[config.mk]
export PLATFORM = sky130hd
export DESIGN_NAME = gpr_writeback_queue
export DESIGN_NICKNAME = d
export VERILOG_FILES = /design/src/rtl/gpr_wb_pkg.sv /design/src/rtl/wb_fifo.sv /design/src/rtl/gpr_writeback_queue.sv
export SDC_FILE = /design/constraint.sdc
export NUM_CORES = 1
export LEC_CHECK = 0
export ABC_AREA = 1
export BUFFER_PORTS_ARGS = -buffer_cell sky130_fd_sc_hd__buf_2
export CAP_MARGIN = 10
export CELL_PAD_IN_SITES_DETAIL_PLACEMENT = 1
export CELL_PAD_IN_SITES_GLOBAL_PLACEMENT = 2
export CORE_AREA = 10 10 196 198
export DETAILED_ROUTE_END_ITERATION = 10
export DIE_AREA = 0 0 206 208
export GPL_TIMING_DRIVEN = 1
export PLACE_DENSITY_LB_ADDON = 0.15
export SYNTH_ARGS = -nofsm -noshare
export SYNTH_HDL_FRONTEND = slang
export SYNTH_SLANG_ARGS = --single-unit
[constraint.sdc]
create_clock -name clk -period 5.4 [get_ports clk]
set_clock_uncertainty 0.15 [all_clocks]
set_input_delay 0.27 -clock clk [delete_from_list [all_inputs] [get_ports clk]]
set_output_delay 0.27 -clock clk [all_outputs]
set_load 0.1 [all_outputs]
[src/rtl/gpr_wb_pkg.sv]
// Shared types for the GPR writeback queue: register-file geometry and the queued result entry.
package gpr_wb_pkg;

  localparam int REG_ADDR_W = 5;
  localparam int NUM_REGS   = 32;
  localparam int WB_DATA_W  = 32;

  typedef struct packed {
    logic [REG_ADDR_W-1:0] rd;
    logic [WB_DATA_W-1:0]  data;
  } wb_entry_t;

endpackage

[src/rtl/wb_fifo.sv]
// In-order storage for pending writeback entries; exposes the queue contents oldest-first
// together with a valid mask so the top can build the pending scoreboard and forwarding.
module wb_fifo
  import gpr_wb_pkg::*;
#(
  parameter int DEPTH = 4
) (
  input  logic                   clk,
  input  logic                   rst,
  input  logic                   flush,
  input  logic                   push,
  input  logic                   pop,
  input  wb_entry_t              push_entry,
  output logic [$clog2(DEPTH):0] count,
  output logic                   full,
  output wb_entry_t [DEPTH-1:0]  ages,
  output logic [DEPTH-1:0]       age_valid
);

  localparam int PTR_W = $clog2(DEPTH);
  localparam int CNT_W = PTR_W + 1;

  wb_entry_t        mem_r [DEPTH];
  logic [PTR_W-1:0] rd_ptr_r;
  logic [PTR_W-1:0] wr_ptr_r;
  logic [CNT_W-1:0] count_r;

  // Pointer and occupancy registers; flush wins over any concurrent push or pop.
  always_ff @(posedge clk or posedge rst) begin
    if (rst) begin
      rd_ptr_r <= '0;
      wr_ptr_r <= '0;
      count_r  <= '0;
    end else if (flush) begin
      rd_ptr_r <= '0;
      wr_ptr_r <= '0;
      count_r  <= '0;
    end else begin
      if (push) begin
        wr_ptr_r <= wr_ptr_r + PTR_W'(1'b1);
      end
      if (pop) begin
        rd_ptr_r <= rd_ptr_r + PTR_W'(1'b1);
      end
      case ({push, pop})
        2'b10:   count_r <= count_r + CNT_W'(1'b1);
        2'b01:   count_r <= count_r - CNT_W'(1'b1);
        default: count_r <= count_r;
      endcase
    end
  end

  // Entry storage; contents are only meaningful under the occupancy mask, so no reset.
  always_ff @(posedge clk) begin
    if (push && !flush) begin
      mem_r[wr_ptr_r] <= push_entry;
    end
  end

  // Present entries in age order so position 0 is always the head.
  always_comb begin
    ages      = '0;
    age_valid = '0;
    for (int k = 0; k < DEPTH; k++) begin
      ages[k]      = mem_r[rd_ptr_r + PTR_W'(k)];
      age_valid[k] = (CNT_W'(k) < count_r);
    end
  end

  assign count = count_r;
  assign full  = (count_r == CNT_W'(DEPTH));

endmodule

[src/rtl/gpr_writeback_queue.sv]
// Writeback queue feeding the GPR write port, with a per-register pending scoreboard.
// Optional result forwarding lookups are enabled by defining GPR_WB_FWD_EN.
module gpr_writeback_queue
  import gpr_wb_pkg::*;
#(
  parameter int DEPTH  = 4,
  parameter int DATA_W = 32,
  parameter int ADDR_W = 5
) (
  input  logic                   clk,
  input  logic                   rst,
  input  logic                   in_valid,
  output logic                   in_ready,
  input  logic [ADDR_W-1:0]      in_rd,
  input  logic [DATA_W-1:0]      in_data,
  input  logic                   flush,
  output logic [ADDR_W-1:0]      ws,
  output logic                   we,
  output logic [DATA_W-1:0]      wData,
  output logic [NUM_REGS-1:0]    pend,
  output logic [$clog2(DEPTH):0] count
`ifdef GPR_WB_FWD_EN
  ,
  input  logic [ADDR_W-1:0]      fwd_rs1,
  input  logic [ADDR_W-1:0]      fwd_rs2,
  output logic                   fwd_hit1,
  output logic                   fwd_hit2,
  output logic [DATA_W-1:0]      fwd_dat1,
  output logic [DATA_W-1:0]      fwd_dat2
`endif
);

  logic                  full_s;
  logic                  push_s;
  logic                  pop_s;
  wb_entry_t             push_entry_s;
  wb_entry_t [DEPTH-1:0] ages_s;
  logic [DEPTH-1:0]      age_valid_s;
  logic [NUM_REGS-1:0]   pend_s;
  logic                  we_r;
  logic [ADDR_W-1:0]     ws_r;
  logic [DATA_W-1:0]     wdata_r;

  assign in_ready = !full_s && !rst;
  // Writes to r0 complete the handshake but are dropped here.
  assign push_s   = in_valid && in_ready && (in_rd != '0);
  assign pop_s    = (count != '0);

  assign push_entry_s.rd   = in_rd;
  assign push_entry_s.data = in_data;

  wb_fifo #(
    .DEPTH(DEPTH)
  ) u_fifo (
    .clk       (clk),
    .rst       (rst),
    .flush     (flush),
    .push      (push_s),
    .pop       (pop_s),
    .push_entry(push_entry_s),
    .count     (count),
    .full      (full_s),
    .ages      (ages_s),
    .age_valid (age_valid_s)
  );

  // GPR write port: one-cycle pulse carrying the entry popped at the previous edge.
  always_ff @(posedge clk or posedge rst) begin
    if (rst) begin
      we_r    <= 1'b0;
      ws_r    <= '0;
      wdata_r <= '0;
    end else if (flush) begin
      we_r    <= 1'b0;
    end else if (pop_s) begin
      we_r    <= 1'b1;
      ws_r    <= ages_s[0].rd;
      wdata_r <= ages_s[0].data;
    end else begin
      we_r    <= 1'b0;
    end
  end

  assign we    = we_r;
  assign ws    = ws_r;
  assign wData = wdata_r;

  // Pending scoreboard: any queued entry or the in-flight port write marks its register.
  always_comb begin
    pend_s = '0;
    for (int k = 0; k < DEPTH; k++) begin
      pend_s[ages_s[k].rd] = pend_s[ages_s[k].rd] | age_valid_s[k];
    end
    pend_s[ws_r] = pend_s[ws_r] | we_r;
    pend_s[0]    = 1'b0;
  end

  assign pend = pend_s;

`ifdef GPR_WB_FWD_EN
  // Youngest matching value wins: queue entries scanned oldest-first override the port.
  function automatic logic [DATA_W:0] fwd_lookup(
    input logic [ADDR_W-1:0]   rs,
    input wb_entry_t [DEPTH-1:0] ages,
    input logic [DEPTH-1:0]    vld,
    input logic                port_we,
    input logic [ADDR_W-1:0]   port_ws,
    input logic [DATA_W-1:0]   port_data
  );
    logic              hit;
    logic [DATA_W-1:0] dat;
    logic              match;
    hit = port_we && (port_ws == rs);
    dat = port_data;
    for (int k = 0; k < DEPTH; k++) begin
      match = vld[k] && (ages[k].rd == rs);
      hit   = hit | match;
      dat   = match ? ages[k].data : dat;
    end
    hit = hit && (rs != '0);
    return {hit, dat};
  endfunction

  logic [DATA_W:0] fwd1_s;
  logic [DATA_W:0] fwd2_s;

  assign fwd1_s   = fwd_lookup(fwd_rs1, ages_s, age_valid_s, we_r, ws_r, wdata_r);
  assign fwd2_s   = fwd_lookup(fwd_rs2, ages_s, age_valid_s, we_r, ws_r, wdata_r);
  assign fwd_hit1 = fwd1_s[DATA_W];
  assign fwd_dat1 = fwd1_s[DATA_W-1:0];
  assign fwd_hit2 = fwd2_s[DATA_W];
  assign fwd_dat2 = fwd2_s[DATA_W-1:0];
`endif

endmodule
==> metrics.txt, run 1 <==
DR top layer=met4; fraction of layout cells with a size suffix above 1=34.8%; yosys warns=0; RSZ-0062 raised after global routing=true; fill cell count=4098; Post-Route M1 WL=20300 um; Register Area=5580 um2; Final Cycle Share=118%; core area=34400 um2; Root Buffer=clkbuf_16; syn nets=1624; MaxCap Viol Count=0; Async S/R FF share, synth=23.3%; first-pass GRT wire length=72800 um; initial antenna violation count=1; vias per std cell=5.20; Top-Level Pins=115; Avg WL per Cell=19.6 um; vias in the first global route=13400; Worst Path Max Fanout=9; detailed placement HPWL=33200 um; crit-path max cell delay=0.44 ns; Worst-Skew Late Latency=0.43 ns; Fmax=158 MHz; total gr overflow=0; WL final=48300 um; Die ar.=42800 um2; Syn Area/Cell=7.59 um2; Post-synth top flop=edfxtp_1; Worst EP arrival=5.93 ns; Gate Count Post-Synth=1575; Final ANT Viol Nets=0; 1st-iter DRT viols=594; Synth cell types=35; multi-input combinational cell area=6610 um2; DIE HEIGHT=208 um; Total GRT Usage=21.2%; shortest period the worst path allows=6.35 ns; Worst EP required=4.98 ns; Initial Util=34.8%; Setup Viol. Count Final=31; Die Span X=206 um; total iterations of the first detailed-routing run=4; slowest stage cell on the critical path=dfrtp_2; Slew Limit Headroom=34.8%; number of buffers created by CTS=17; area grow syn2layout=49.2%; Max Buffers Root-to-Sink=2; register area share after synthesis=46.6%; CTS tree=built; WL met3=1410 um; Worst-path clk slew=0.07 ns; Post-Synthesis Cell Area=12000 um2; Worst setup SP type=flip-flop; Final Util=51.9%; met2 routed WL=25800 um; Nets=2043; GP Congestion=0.867; Hold Fails Final Rpt=0; Worst Setup End Kind=primary output; status=complete, but fails checks; largest net degree at the start of global routing=46; Hold Crit Class=in2reg; DRC viols=0; Final WS setup=-0.946 ns; Worst path most repeated cell=nand2_1; IO Port Bufs=113; Vias=12800; synthesized flop and latch total=193; CTS Sinks=193; Worst-Margin Slew=0.974 ns; row count=68; Slew Viols, Final=0; EDFF count, synth=148; Max H-tree Level=4; failing checks=setup timing; Setup CP Type=reg2out
-- state kept, by name, summed over array words and instances (netlist names) --
| name | count |
|---|---|
| u_fifo.count | 3 |
| ws | 5 |
| wData | 32 |
| u_fifo.mem_r | 148 |
| u_fifo.wr_ptr_r | 2 |
| u_fifo.rd_ptr_r | 2 |
| we | 1 |
-- layout make-up --
type | instances | share of cell area (%)
sequential | 193 | 31.3
inverter | 130 | 2.78
tap | 455 | 3.19
multi-input combinational | 1192 | 37.1
clock inverter | 13 | 0.674
antenna | 1 | 0.0140
clock buffer | 19 | 2.55
timing repair buffer | 460 | 22.5
-- cells by family (layout without fill, tap and decap cells) --
family,Yosys count,in the layout,synth area share (%)
buffers and inverters,191,622,6.97
flip-flops,193,193,46.6
AND/OR/NAND/NOR,963,964,34.2
other,1,2,0.0314
AO/OA/AOI/OAI,219,219,11.3
adder cells (fa/ha/maj),8,8,0.838
-- per-stage QoR --
step	hold slack (ns)	setup WS (ns)	area, um2	std cells	TNS [ns]
after floorplan	0.219	-0.00941	12000	1575	-1.39
after global placement	0.330	-1.23	14800	2342	-38.07
after detailed placement	0.335	-1.27	14800	2342	-39.18
after CTS	0.0585	-0.967	16200	2424	-29.20
after global routing	0.125	-1.31	17800	2463	-39.68
final	0.0913	-0.946	17800	2463	-28.60
-- synthesized netlist by cell type, drive strengths merged, types with 8 or more instances --
master | number | area [um2]
a21oi | 11 | 55.1
a22oi | 40 | 300
a31oi | 8 | 50.1
a41oi | 25 | 219
buf | 31 | 230
clkbuf | 30 | 113
dfrtp | 45 | 1130
edfxtp | 148 | 4440
ha | 8 | 100
inv | 130 | 490
nand2 | 447 | 1690
nand3 | 195 | 996
nand3b | 37 | 278
nor2 | 267 | 1030
o21ai | 100 | 500
o22ai | 27 | 169
-- timing repair --
item / CTS / global route
setup endpoints to repair: 31 / 31
gates cloned: 6 / 11
hold endpoints to repair: 193 / 0
pin swaps: 10 / 85
setup buffers: 6 / 29
gates resized for setup: 106 / 308
hold buffers: 38 / 0
-- critical path: cells and delay by family, from the launching register on --
| family | cells | cell delay [ns] |
|---|---|---|
| simple gates | 30 | 2.82 |
| buf+inv | 11 | 1.63 |
| compound gates | 4 | 0.53 |
| flops | 1 | 0.44 |
-- per-layer routing --
metal	track usage, %	vias to the layer above
li1	-	6174
met1	25.6	6374
met5	0	-
met2	38.9	205
met4	5.42	0
met3	2.36	53
-- placed cells by master, fill, tap and decap left out, types with 9 or more instances in the layout --
cell type,count
nand3_4,15
a22oi_1,40
o21ai_0,77
dlygate4sd3_1,38
a41oi_1,25
dfrtp_1,40
edfxtp_1,148
nand2_2,85
nand2_4,25
nand3_1,116
a21oi_1,9
buf_4,265
clkbuf_16,26
nand2_1,337
o22ai_1,27
buf_2,82
nand3b_1,37
nor2_1,245
nor2_4,16
o21ai_1,13
o21ai_2,10
inv_1,120
buf_12,30
nand3_2,64
buf_6,35
-- path summary, 6_finish.rpt --
check,endpoint,start,slack (ns),depth (start not counted)
setup / recovery,pend[28],u_fifo.rd_ptr_r[1],-0.95,45
hold / removal,u_fifo.wr_ptr_r[0],flush,0.09,4
setup reg to reg,u_fifo.mem_r[0][28],u_fifo.count[1],1.92,12
hold reg to reg,wData[10],u_fifo.mem_r[0][10],0.39,2
max in group asynchronous,u_fifo.count[0],rst,4.18,4
min in group asynchronous,wData[18],rst,0.42,4
Power of run 1 is not shown: default switching activity piles up to over one toggle a cycle in this logic, so the estimate is an artifact.
==> inputs of run 2 (changes only) <==
--- a/config.mk
+++ b/config.mk
@@ -15,6 +15,7 @@
 export DIE_AREA = 0 0 206 208
 export GPL_TIMING_DRIVEN = 1
 export PLACE_DENSITY_LB_ADDON = 0.15
+export RECOVER_POWER = 50
 export SYNTH_ARGS = -nofsm -noshare
 export SYNTH_HDL_FRONTEND = slang
 export SYNTH_SLANG_ARGS = --single-unit
==> metrics.txt, run 2 (synthesis gave the netlist of run 1 again) <==
first-pass GRT wire length=72800 um; MaxCap Viol Count=1; total iterations of the first detailed-routing run=5; IO Port Bufs=113; Initial Util=34.8%; Post-DP Area=14800 um2; commonest non-fill, non-tap cell in the layout=nand2_1; vias per std cell=5.17; CTS Sinks=193; crit-path max cell delay=0.44 ns; largest net degree at the start of global routing=46; Hold Crit Class=in2reg; Final WS setup=-0.943 ns; core area=34400 um2; Setup Viol. Count Final=31; Avg WL per Cell=19.6 um; Top-Level Pins=115; total gr overflow=0; DRC viols=0; Final Cycle Share=117%; Worst setup SP type=flip-flop; Slew Viols, Final=46; fill cell count=4127; Vias=12700; status=complete, but fails checks; Die Span X=206 um; Worst Setup End Kind=primary output; Nets=2043; CTS tree=built; Worst-path clk slew=0.07 ns; Setup CP Type=reg2out; WL final=48300 um; Max Buffers Root-to-Sink=2; TNS Setup=-28.54 ns; Worst-Skew Late Latency=0.43 ns; worst hold margin=0.0930 ns; Die ar.=42800 um2; vias in the first global route=13400; 1st-iter DRT viols=617; Worst-Margin Slew=2.80 ns; row count=68; initial antenna violation count=1; Worst Path Max Fanout=9; largest reg by FF count=u_fifo.mem_r; Worst path most repeated cell=nand2_1; RSZ-0062 raised after global routing=true; Final ANT Viol Nets=0; GP Congestion=0.867; max FFs per register=148; shortest period the worst path allows=6.34 ns; Hold Fails Final Rpt=0; Worst EP arrival=5.92 ns; Root Buffer=clkbuf_16; number of buffers created by CTS=17; Total GRT Usage=21.2%; failing checks=capacitance limit, slew limit, setup timing; final instance area=17800 um2; detailed placement HPWL=33200 um; most frequent cells in the layout=nand2_1, buf_4, nor2_1; slowest stage cell on the critical path=dfrtp_2; Fmax=158 MHz; Worst EP required=4.98 ns; fraction of layout cells with a size suffix above 1=31.7%; Max H-tree Level=4; DIE HEIGHT=208 um; Slew Limit Headroom=-86.7%; area grow syn2layout=48.5%
[run 2: cell types whose count changed in the layout (fill, tap and decap cells not counted)]
| cell | before | now |
|---|---|---|
| buf_4 | 265 | 264 |
| inv_2 | 8 | 7 |
| clkbuf_1 | 1 | 61 |
| buf_2 | 82 | 23 |
| clkinv_1 | 0 | 1 |
[run 2: metal layers]
layer,global-route usage [%],part of all wire [%],vias to the layer above
li1,-,-,6176
met1,25.6,42,6295
met2,38.9,53,217
met3,2.36,3.2,55
met4,5.42,1.7,0
met5,0,0,-
[run 2: layout make-up]
| cell class | count | area [um2] | area share [%] |
|---|---|---|---|
| clock inverter | 13 | 120 | 0.677 |
| inverter | 130 | 495 | 2.79 |
| antenna | 1 | 2.50 | 0.0141 |
| clock buffer | 19 | 454 | 2.56 |
| timing repair buffer | 460 | 3930 | 22.1 |
| tap | 455 | 569 | 3.21 |
| sequential | 193 | 5580 | 31.4 |
| multi-input combinational | 1192 | 6610 | 37.2 |
[run 2: worst paths after layout]
path / from / to / slack [ns] / cells after the start
worst max register to register: u_fifo.count[1] / u_fifo.mem_r[0][28] / 1.92 / 12
min in group asynchronous: rst / wData[18] / 1.30 / 4
worst min-delay path: flush / u_fifo.wr_ptr_r[0] / 0.09 / 4
worst max-delay path: u_fifo.rd_ptr_r[1] / pend[28] / -0.94 / 45
worst min register to register: u_fifo.mem_r[0][10] / wData[10] / 0.39 / 2
max in group asynchronous: rst / u_fifo.count[0] / 2.00 / 4
[run 2: stage by stage]
stage,utilization [%],setup WS [ns],cells
finish,51.6,-0.943,2463
global route,51.6,-1.31,2463
CTS,47.2,-0.967,2424
detailed placement,43.1,-1.27,2342
global placement,43.1,-1.23,2342
floorplan,-,-0.00941,1575
[run 2: critical path: cells and delay by family, from the launching register on]
family | cells | cell delay [ns]
compound gates | 4 | 0.53
flops | 1 | 0.44
simple gates | 30 | 2.83
buf+inv | 11 | 1.63
[run 2: what timing repair did]
item                                    4_1_cts  5_1_grt
hold endpoints to repair                    193        0
cloned                                        6       11
hold buffers                                 38        0
gates resized for setup                     106      308
pin swaps                                    10       85
endpoints found under the setup margin       31       31
buffers inserted                              6       29
Power of run 2 is left out for the same reason.
==> inputs of run 3 (changes only) <==
--- a/config.mk
+++ b/config.mk
@@ -10,9 +10,10 @@
 export CAP_MARGIN = 10
 export CELL_PAD_IN_SITES_DETAIL_PLACEMENT = 1
 export CELL_PAD_IN_SITES_GLOBAL_PLACEMENT = 2
-export CORE_AREA = 10 10 196 198
+export CORE_AREA = 10 10 194 196
+export CTS_BUF_LIST = sky130_fd_sc_hd__clkbuf_4
 export DETAILED_ROUTE_END_ITERATION = 10
-export DIE_AREA = 0 0 206 208
+export DIE_AREA = 0 0 204 206
 export GPL_TIMING_DRIVEN = 1
 export PLACE_DENSITY_LB_ADDON = 0.15
 export RECOVER_POWER = 50
==> metrics.txt, run 3 (synthesis gave the netlist of run 1 again) <==
number of buffers created by CTS=17; multi-input combinational cell area=6480 um2; Worst-Skew Late Latency=0.59 ns; WL final=48300 um; Top-Level Pins=115; CTS Sinks=193; Avg WL per Cell=19.7 um; Final Cycle Share=121%; fraction of layout cells with a size suffix above 1=29.8%; RSZ-0062 raised after global routing=true; vias per std cell=5.26; most frequent cells in the layout=nand2_1, buf_4, nor2_1; Hold Crit Class=in2reg; GP Congestion=0.891; Hold Fails Final Rpt=0; initial antenna violation count=2; failing checks=capacitance limit, slew limit, setup timing; total iterations of the first detailed-routing run=5; slowest stage cell on the critical path=dfrtp_2; detailed placement HPWL=34400 um; area grow syn2layout=44.7%; Nets=2032; Worst Setup End Kind=primary output; DIE HEIGHT=206 um; shortest period the worst path allows=6.52 ns; Root Buffer=clkbuf_4; Max H-tree Level=4; Worst-Margin Slew=2.69 ns; Worst-path clk slew=0.16 ns; Max Buffers Root-to-Sink=2; MaxCap Viol Count=1; Setup CP Type=reg2out; largest reg by FF count=u_fifo.mem_r; Slew Limit Headroom=-79.2%; vias in the first global route=13400; Worst path most repeated cell=nand2_1; TNS Setup=-33.99 ns; Final WS setup=-1.12 ns; Initial Util=35.2%; Total GRT Usage=21.8%; Register Area=5580 um2; DRC viols=0; 1st-iter DRT viols=563; Fmax=153 MHz; Worst Path Max Fanout=8; Worst setup SP type=flip-flop; Setup WS pre-CTS=-0.727 ns; Setup Viol. Count Final=31; Worst EP arrival=6.10 ns; total gr overflow=0; largest net degree at the start of global routing=46; commonest non-fill, non-tap cell in the layout=nand2_1; Vias=12900; Worst EP required=4.98 ns; CTS tree=built; Die ar.=42000 um2; first-pass GRT wire length=72700 um; core area=33900 um2; crit-path max cell delay=0.57 ns; status=complete, but fails checks; row count=68; fill cell count=4099; Die Span X=204 um; Slew Viols, Final=46; IO Port Bufs=113; Final ANT Viol Nets=0; max FFs per register=148
run 3: worst paths after layout:
path | from | end | slack [ns] | cells after the start
setup / recovery | u_fifo.rd_ptr_r[0] | pend[23] | -1.12 | 44
hold / removal | in_valid | u_fifo.count[1] | 0.12 | 7
setup reg to reg | u_fifo.count[1] | u_fifo.mem_r[2][7] | 1.83 | 12
hold reg to reg | u_fifo.mem_r[0][17] | wData[17] | 0.41 | 2
max in group asynchronous | rst | u_fifo.rd_ptr_r[0] | 2.32 | 4
min in group asynchronous | rst | u_fifo.count[2] | 1.07 | 4
run 3: area by class of cell:
class	instances	share of cell area (%)
diodes	2	0.0289
clock inverters	12	0.644
clock buffers	20	0.868
repair buffers	450	22.6
inverters	130	2.89
multi-input cells	1191	37.5
flip-flops and latches	193	32.2
well taps	455	3.29
run 3: routing by layer:
| layer | GRT usage [%] | vias to the layer above | share of wire [%] |
|---|---|---|---|
| met5 | 0 | - | 0 |
| met4 | 6.40 | 0 | 2.2 |
| met3 | 2.82 | 62 | 3.5 |
| met2 | 40.1 | 249 | 52 |
| met1 | 25.9 | 6442 | 42 |
| li1 | - | 6159 | - |
run 3: per-stage QoR:
| step | hold slack, ns | cells | cell area [um2] | util, % |
|---|---|---|---|---|
| 2_1_floorplan | 0.219 | 1575 | 12000 | - |
| 3_3_place_gp | 0.327 | 2336 | 14800 | 43.6 |
| 3_5_place_dp | 0.336 | 2336 | 14800 | 43.6 |
| 4_1_cts | 0.0405 | 2411 | 15800 | 46.5 |
| 5_1_grt | 0.0900 | 2453 | 17300 | 51.0 |
| 6_report | 0.116 | 2453 | 17300 | 51.0 |
run 3: repair_timing:
item | CTS | global route
endpoints found under the hold margin | 204 | 0
endpoints found under the setup margin | 31 | 31
gates resized for setup | 82 | 288
cloned | 1 | 17
pin swaps | 1 | 41
setup buffers | 3 | 25
hold buffers | 39 | 0
run 3: worst max-delay path, delay by kind of cell (launching register included):
| family | cells | cell delay, ns |
|---|---|---|
| flip-flops | 1 | 0.57 |
| AND/OR/NAND/NOR | 29 | 2.76 |
| buffers and inverters | 12 | 1.71 |
| AO/OA/AOI/OAI | 3 | 0.44 |
Power of run 3 is left out for the same reason.
